## src/rtl/mode_pkg.sv

```systemverilog
`default_nettype none
// ============================================================================
// Package : mode_pkg
// Brief   : Shared mode constants, press-FSM encoding and parameter defaults.
// Rev     : 1.0 - initial release
// ============================================================================
package mode_pkg;

   localparam logic [2:0] MODE_OFF = 3'd0;
   localparam logic [2:0] MODE_MAX = 3'd5;

   localparam int unsigned c_debounce_cycles_def = 4;
   localparam int unsigned c_long_cycles_def     = 16;
   localparam int unsigned c_tick_base_def       = 8;

   typedef enum logic [2:0] {
      IDLE       = 3'd0,
      DB_PRESS   = 3'd1,
      PRESSED    = 3'd2,
      LONG       = 3'd3,
      DB_RELEASE = 3'd4
   } state_t;

   // Short-press advance: 0..5 cycling back to off.
   function automatic logic [2:0] next_mode(input logic [2:0] m);
      return (m == MODE_MAX) ? MODE_OFF : m + 3'd1;
   endfunction

endpackage
`default_nettype wire

```

## src/rtl/step_timer.sv

```systemverilog
`default_nettype none
// ============================================================================
// Module : step_timer
// Brief  : Paces the pattern datapath; period is TICK_BASE*mode cycles.
// Rev    : 1.0 - initial release
// ============================================================================
module step_timer
   import mode_pkg::*;
#(
   parameter int unsigned TICK_BASE = c_tick_base_def
) (
   input  logic       clk,
   input  logic       rst,
   input  logic [2:0] mode,
   input  logic       clear,
   output logic       step_tick
);

   localparam logic [15:0] c_base = 16'(TICK_BASE);

   logic [15:0] r_cnt;
   logic [15:0] w_limit;
   logic        w_run;

   assign w_limit   = (c_base * {13'd0, mode}) - 16'd1;
   assign w_run     = (mode != MODE_OFF) && !clear;
   assign step_tick = w_run && (r_cnt == w_limit);

   always_ff @(posedge clk or negedge rst) begin
      if (!rst) begin
         r_cnt <= 16'd0;
      end else if (!w_run || (r_cnt == w_limit)) begin
         r_cnt <= 16'd0;
      end else begin
         r_cnt <= r_cnt + 16'd1;
      end
   end

endmodule
`default_nettype wire

```

## src/rtl/mode_sequencer.sv

```systemverilog
`default_nettype none
// ============================================================================
// Module : mode_sequencer
// Brief  : Debounced single-button mode selector (short = advance, long = off).
// Rev    : 1.0 - initial release
// ============================================================================
module mode_sequencer
   import mode_pkg::*;
#(
   parameter int unsigned DEBOUNCE_CYCLES = c_debounce_cycles_def,
   parameter int unsigned LONG_CYCLES     = c_long_cycles_def,
   parameter int unsigned TICK_BASE       = c_tick_base_def
) (
   input  logic       clk,
   input  logic       rst,
   input  logic       btn,
   output logic [2:0] mode,
   output logic [2:0] prev_mode,
   output logic       check,
   output logic       flick,
   output logic       mode_chg,
   output logic       step_tick,
   output logic       busy
);

   localparam logic [7:0]  c_db_last   = 8'(DEBOUNCE_CYCLES - 1);
   localparam logic [15:0] c_hold_last = 16'(LONG_CYCLES - 1);

   logic        r_sync1;
   logic        r_sync2;
   state_t      r_state;
   state_t      w_state_nxt;
   logic [7:0]  r_db_cnt;
   logic [7:0]  w_db_cnt_nxt;
   logic [15:0] r_hold_cnt;
   logic [15:0] w_hold_cnt_nxt;
   logic        r_long_flag;
   logic        w_long_flag_nxt;
   logic        w_short_fire;
   logic        w_long_fire;
   logic [2:0]  r_mode;
   logic [2:0]  r_prev_mode;
   logic        r_check;
   logic        r_flick;
   logic        r_mode_chg;

   always_ff @(posedge clk or negedge rst) begin
      if (!rst) begin
         r_sync1 <= 1'b0;
         r_sync2 <= 1'b0;
      end else begin
         r_sync1 <= btn;
         r_sync2 <= r_sync1;
      end
   end

   always_ff @(posedge clk or negedge rst) begin
      if (!rst) begin
         r_state     <= IDLE;
         r_db_cnt    <= 8'd0;
         r_hold_cnt  <= 16'd0;
         r_long_flag <= 1'b0;
      end else begin
         r_state     <= w_state_nxt;
         r_db_cnt    <= w_db_cnt_nxt;
         r_hold_cnt  <= w_hold_cnt_nxt;
         r_long_flag <= w_long_flag_nxt;
      end
   end

   always_comb begin
      w_state_nxt     = r_state;
      w_db_cnt_nxt    = r_db_cnt;
      w_hold_cnt_nxt  = r_hold_cnt;
      w_long_flag_nxt = r_long_flag;
      w_short_fire    = 1'b0;
      w_long_fire     = 1'b0;
      case (r_state)
         IDLE: begin
            if (r_sync2) begin
               w_state_nxt  = DB_PRESS;
               w_db_cnt_nxt = 8'd0;
            end
         end
         DB_PRESS: begin
            if (!r_sync2) begin
               w_state_nxt = IDLE;
            end else if (r_db_cnt == c_db_last) begin
               w_state_nxt    = PRESSED;
               w_hold_cnt_nxt = 16'd0;
            end else begin
               w_db_cnt_nxt = r_db_cnt + 8'd1;
            end
         end
         PRESSED: begin
            if (!r_sync2) begin
               w_state_nxt     = DB_RELEASE;
               w_db_cnt_nxt    = 8'd0;
               w_long_flag_nxt = 1'b0;
            end else if (r_hold_cnt == c_hold_last) begin
               // The long action is tied to this single transition, so it fires once per press.
               w_state_nxt = LONG;
               w_long_fire = 1'b1;
            end else begin
               w_hold_cnt_nxt = r_hold_cnt + 16'd1;
            end
         end
         LONG: begin
            if (!r_sync2) begin
               w_state_nxt     = DB_RELEASE;
               w_db_cnt_nxt    = 8'd0;
               w_long_flag_nxt = 1'b1;
            end
         end
         DB_RELEASE: begin
            if (r_sync2) begin
               w_db_cnt_nxt = 8'd0;
            end else if (r_db_cnt == c_db_last) begin
               w_state_nxt  = IDLE;
               w_short_fire = !r_long_flag;
            end else begin
               w_db_cnt_nxt = r_db_cnt + 8'd1;
            end
         end
         default: begin
            w_state_nxt = IDLE;
         end
      endcase
   end

   always_ff @(posedge clk or negedge rst) begin
      if (!rst) begin
         r_mode      <= MODE_OFF;
         r_prev_mode <= MODE_OFF;
         r_check     <= 1'b0;
         r_flick     <= 1'b0;
         r_mode_chg  <= 1'b0;
      end else begin
         r_check    <= w_short_fire;
         r_flick    <= w_long_fire;
         r_mode_chg <= 1'b0;
         if (w_short_fire) begin
            r_prev_mode <= r_mode;
            r_mode      <= next_mode(r_mode);
            r_mode_chg  <= 1'b1;
         end else if (w_long_fire) begin
            r_prev_mode <= r_mode;
            r_mode      <= MODE_OFF;
            r_mode_chg  <= (r_mode != MODE_OFF);
         end
      end
   end

   step_timer #(
      .TICK_BASE (TICK_BASE)
   ) u_step_timer (
      .clk       (clk),
      .rst       (rst),
      .mode      (r_mode),
      .clear     (r_mode_chg),
      .step_tick (step_tick)
   );

   assign mode      = r_mode;
   assign prev_mode = r_prev_mode;
   assign check     = r_check;
   assign flick     = r_flick;
   assign mode_chg  = r_mode_chg;
   assign busy      = (r_state != IDLE);

endmodule
`default_nettype wire

```

## config.mk

```make
export PLATFORM = sky130hd
export DESIGN_NAME = mode_sequencer
export DESIGN_NICKNAME = d
export VERILOG_FILES = /design/src/rtl/mode_pkg.sv /design/src/rtl/step_timer.sv /design/src/rtl/mode_sequencer.sv
export SDC_FILE = /design/constraint.sdc
export NUM_CORES = 1
export LEC_CHECK = 0
export ABC_AREA = 1
export CAP_MARGIN = 20
export CORE_AREA = 8 8 91 93
export CTS_CLUSTER_SIZE = 28
export DETAILED_ROUTE_END_ITERATION = 10
export DIE_AREA = 0 0 99 101
export MAX_ROUTING_LAYER = met4
export PLACE_DENSITY = 0.66
export REMOVE_ABC_BUFFERS = 1
export SLEW_MARGIN = 0
export SYNTH_ARGS = -nofsm -noshare
export SYNTH_HDL_FRONTEND = slang
export SYNTH_HIERARCHICAL = 1
export SYNTH_SLANG_ARGS = --single-unit
```

## constraint.sdc

```tcl
create_clock -name clk -period 5.7 [get_ports clk]
set_input_delay 0.855 -clock clk [delete_from_list [all_inputs] [get_ports clk]]
set_output_delay 0.855 -clock clk [all_outputs]
set_load 0.1 [all_outputs]
```

==> impl_metrics.ini <==
[clock_network]
cts_setup_buffers = 0
cts_hold_buf = 0
cts.clk_slew.worst_paths_ns = 0.09
cts_tree = yes
cts_buffers = 5
root_buffer = clkbuf_8
cts_buffer_depth = 2
cts_sinks = 55
postCtsResizedCells = 0
clk_latency_ns = 0.30
htreeDepth = 2

[worst_setup_path]
path_class = reg -> out
startpoint_type = register
slowest_stage = clkdlybuf4s50_1
arrival_ns = 3.13
cp_common_cell = nand2_1
worstPathRequired_ns = 4.85
slowest_delay_ns = 1.13
path_max_fanout = 10
end_kind = primary output
cp.buffers_inverters = 3
cp_top_family = buffers and inverters
crit_chain = inv_1, ha_1, ha_1, inv_1, nand2_1, nand2_1, nor2_1, nand2_1, nor2_2, nand2_2, nor2_1, clkdlybuf4s50_1

[global_routing]
grt-ovfl-total = 0
grt_use_total = 0.143
antenna_found_initial = 0
grt_pass1_wl_um = 11600
grt_max_degree = 56
grt_pass1_vias = 2613

[timing]
tns_ns = 0
rsz0062_at_grt = false
fmax_ghz = 0.251
maxSlewHeadroom = 0.337
hold_viol = 0
timing.final.crit_share = 0.699
timing.hold.ws_ns = 0.362
worst_pin_slew_ns = 0.992
final.min_clock_period_ns = 3.98
setup_violations = 0
fin_worst_skew_ns = 0.0124
slew_viol_final = 0

[route]
drcViolationCount = 0
vias = 2741
first_iter_violations = 74
first_pass_iters = 4
ant_nets = 0
wl_um = 6350
viasPerCell = 4.97
wl_per_cell_um = 11.5

[power_and_ir_drop]
power_density_nw_per_um2 = 304
cellLeakagePower_nw = 1.66
irDropWorstVdd_v = 0.000148

[worst_hold_path]
min_path_type = reg -> reg

[die]
die_x_um = 99
rows = 31
die-area_um2 = 10000
start_util = 0.479
io-pin-count = 14
fp.coreArea_um2 = 6940
die_h_um = 101

[yosys]
yosys_warnings = 6
synthCells = 453
synth_cell_type_count = 33
synth.avg_cell_area_um2 = 7.34
synth_seq_cells = 55
syn_area_um2 = 3320
synth_seq_area_share = 0.414

[placed_design]
hpwl_um = 4750
port_buffers = 13
place_congestion = 0.902
dp.cells = 543

[finish]
final-instance-count-excl-fill = 551
seqCellArea_um2 = 1380
multi_input_area_um2 = 1720
fin_nets = 476
syn2layout_area_growth_pct = 7.94
diodes = 0
nFillCells = 687
drive_gt1_frac = 0.0896

[status]
status = finished clean

[flow_run]
cap_violations = 0
report_power, final:
group	internal (W)	leakage, nW	switching, W
Sequential	0.000424	0.757	0.0000401
Combinational	0.000116	0.867	0.000303
Clock	0.0000862	0.0412	0.000122
Total	0.000625	1.66	0.000464
area by class of cell:
class,instances,area share
multi-input cells,347,0.480
flip-flops and latches,55,0.384
inverters,45,0.0471
repair buffers,14,0.0370
well taps,82,0.0286
clock buffers,6,0.0202
clock inverters,2,0.00349
metrics by stage:
step	instance area, µm²	util	power, W	setup WS [ns]
after floorplan	3270	-	0.000797	1.41
after global placement	3500	0.505	0.000885	2.10
after detailed placement	3500	0.505	0.000897	2.04
after CTS	3590	0.517	0.00111	1.68
after global routing	3590	0.517	0.00118	1.50
final	3590	0.517	0.00109	1.72
cell usage in the layout, fill, tap and decap left out, types with 2 or more instances in the layout:
master           Yosys  layout
nand2_1            136     136
nand2_4              4       4
ha_1                 5       5
nand3_1             37      37
inv_1               41      41
o21ai_2              9       9
nor2_2               6       6
inv_2                4       4
a21oi_1              2       2
xnor2_1              6       6
xor2_1              18      18
nor3_1               2       2
nand2_2              4       4
clkdlybuf4s50_1      0      12
dfrtp_1             55      55
o21ai_0             11      11
nor2_1              83      83
nand4_1             11      11
clkbuf_8             0       5
Yosys cell counts, drive strengths merged:
master | count | area (µm²)
nand2 | 144 | 581
nor2 | 90 | 360
dfrtp | 55 | 1380
inv | 45 | 169
nand3 | 38 | 195
o21ai | 21 | 139
xor2 | 18 | 158
nand4 | 11 | 68.8
buf | 6 | 56.3
xnor2 | 6 | 52.6
ha | 5 | 62.6
a21oi | 3 | 18.8
nor3 | 2 | 10.0
a21boi | 1 | 7.51
a21o | 1 | 7.51
and2 | 1 | 8.76
nand3b | 1 | 7.51
nor4 | 1 | 12.5
o211ai | 1 | 12.5
o21a | 1 | 7.51
o21bai | 1 | 7.51
or2 | 1 | 6.26
per-layer routing:
metal / wire length [µm] / GRT usage / vias to the layer above
li1: - / - / 1450
met1: 3070 / 0.173 / 1263
met2: 3050 / 0.237 / 26
met3: 196 / 0.0304 / 2
met4: 30 / 0.0378 / 0
met5: 0 / - / -
kinds of logic (layout without fill, tap and decap cells):
kind of cell | count (synthesis) | count (layout) | synth area share
AND/OR/NAND/NOR | 289 | 289 | 0.376
flip-flops | 55 | 55 | 0.414
buffers and inverters | 51 | 67 | 0.0677
AO/OA/AOI/OAI | 29 | 29 | 0.0602
XOR/XNOR | 24 | 24 | 0.0632
adder cells (fa/ha/maj) | 5 | 5 | 0.0188
flip-flops by register name, indices dropped and copies added (netlist names):
signal              cells
r_db_cnt                8
mode_chg                1
flick                   1
r_state                 3
check                   1
r_sync2                 1
r_sync1                 1
mode                    3
r_long_flag             1
u_step_timer/r_cnt     16
r_hold_cnt             16
prev_mode               3
final timing paths:
kind	start	endpoint	slack [ns]	cells past startpoint
max reg2reg	mode[0]	u_step_timer/r_cnt[0]	3.75	12
max in group asynchronous	rst	r_hold_cnt[6]	4.56	2
max	mode[0]	step_tick	1.72	12
min	r_sync1	r_sync2	0.36	0
min reg2reg	r_sync1	r_sync2	0.36	0
min in group asynchronous	rst	r_db_cnt[2]	0.67	2
(Power assumes the default switching activity.)
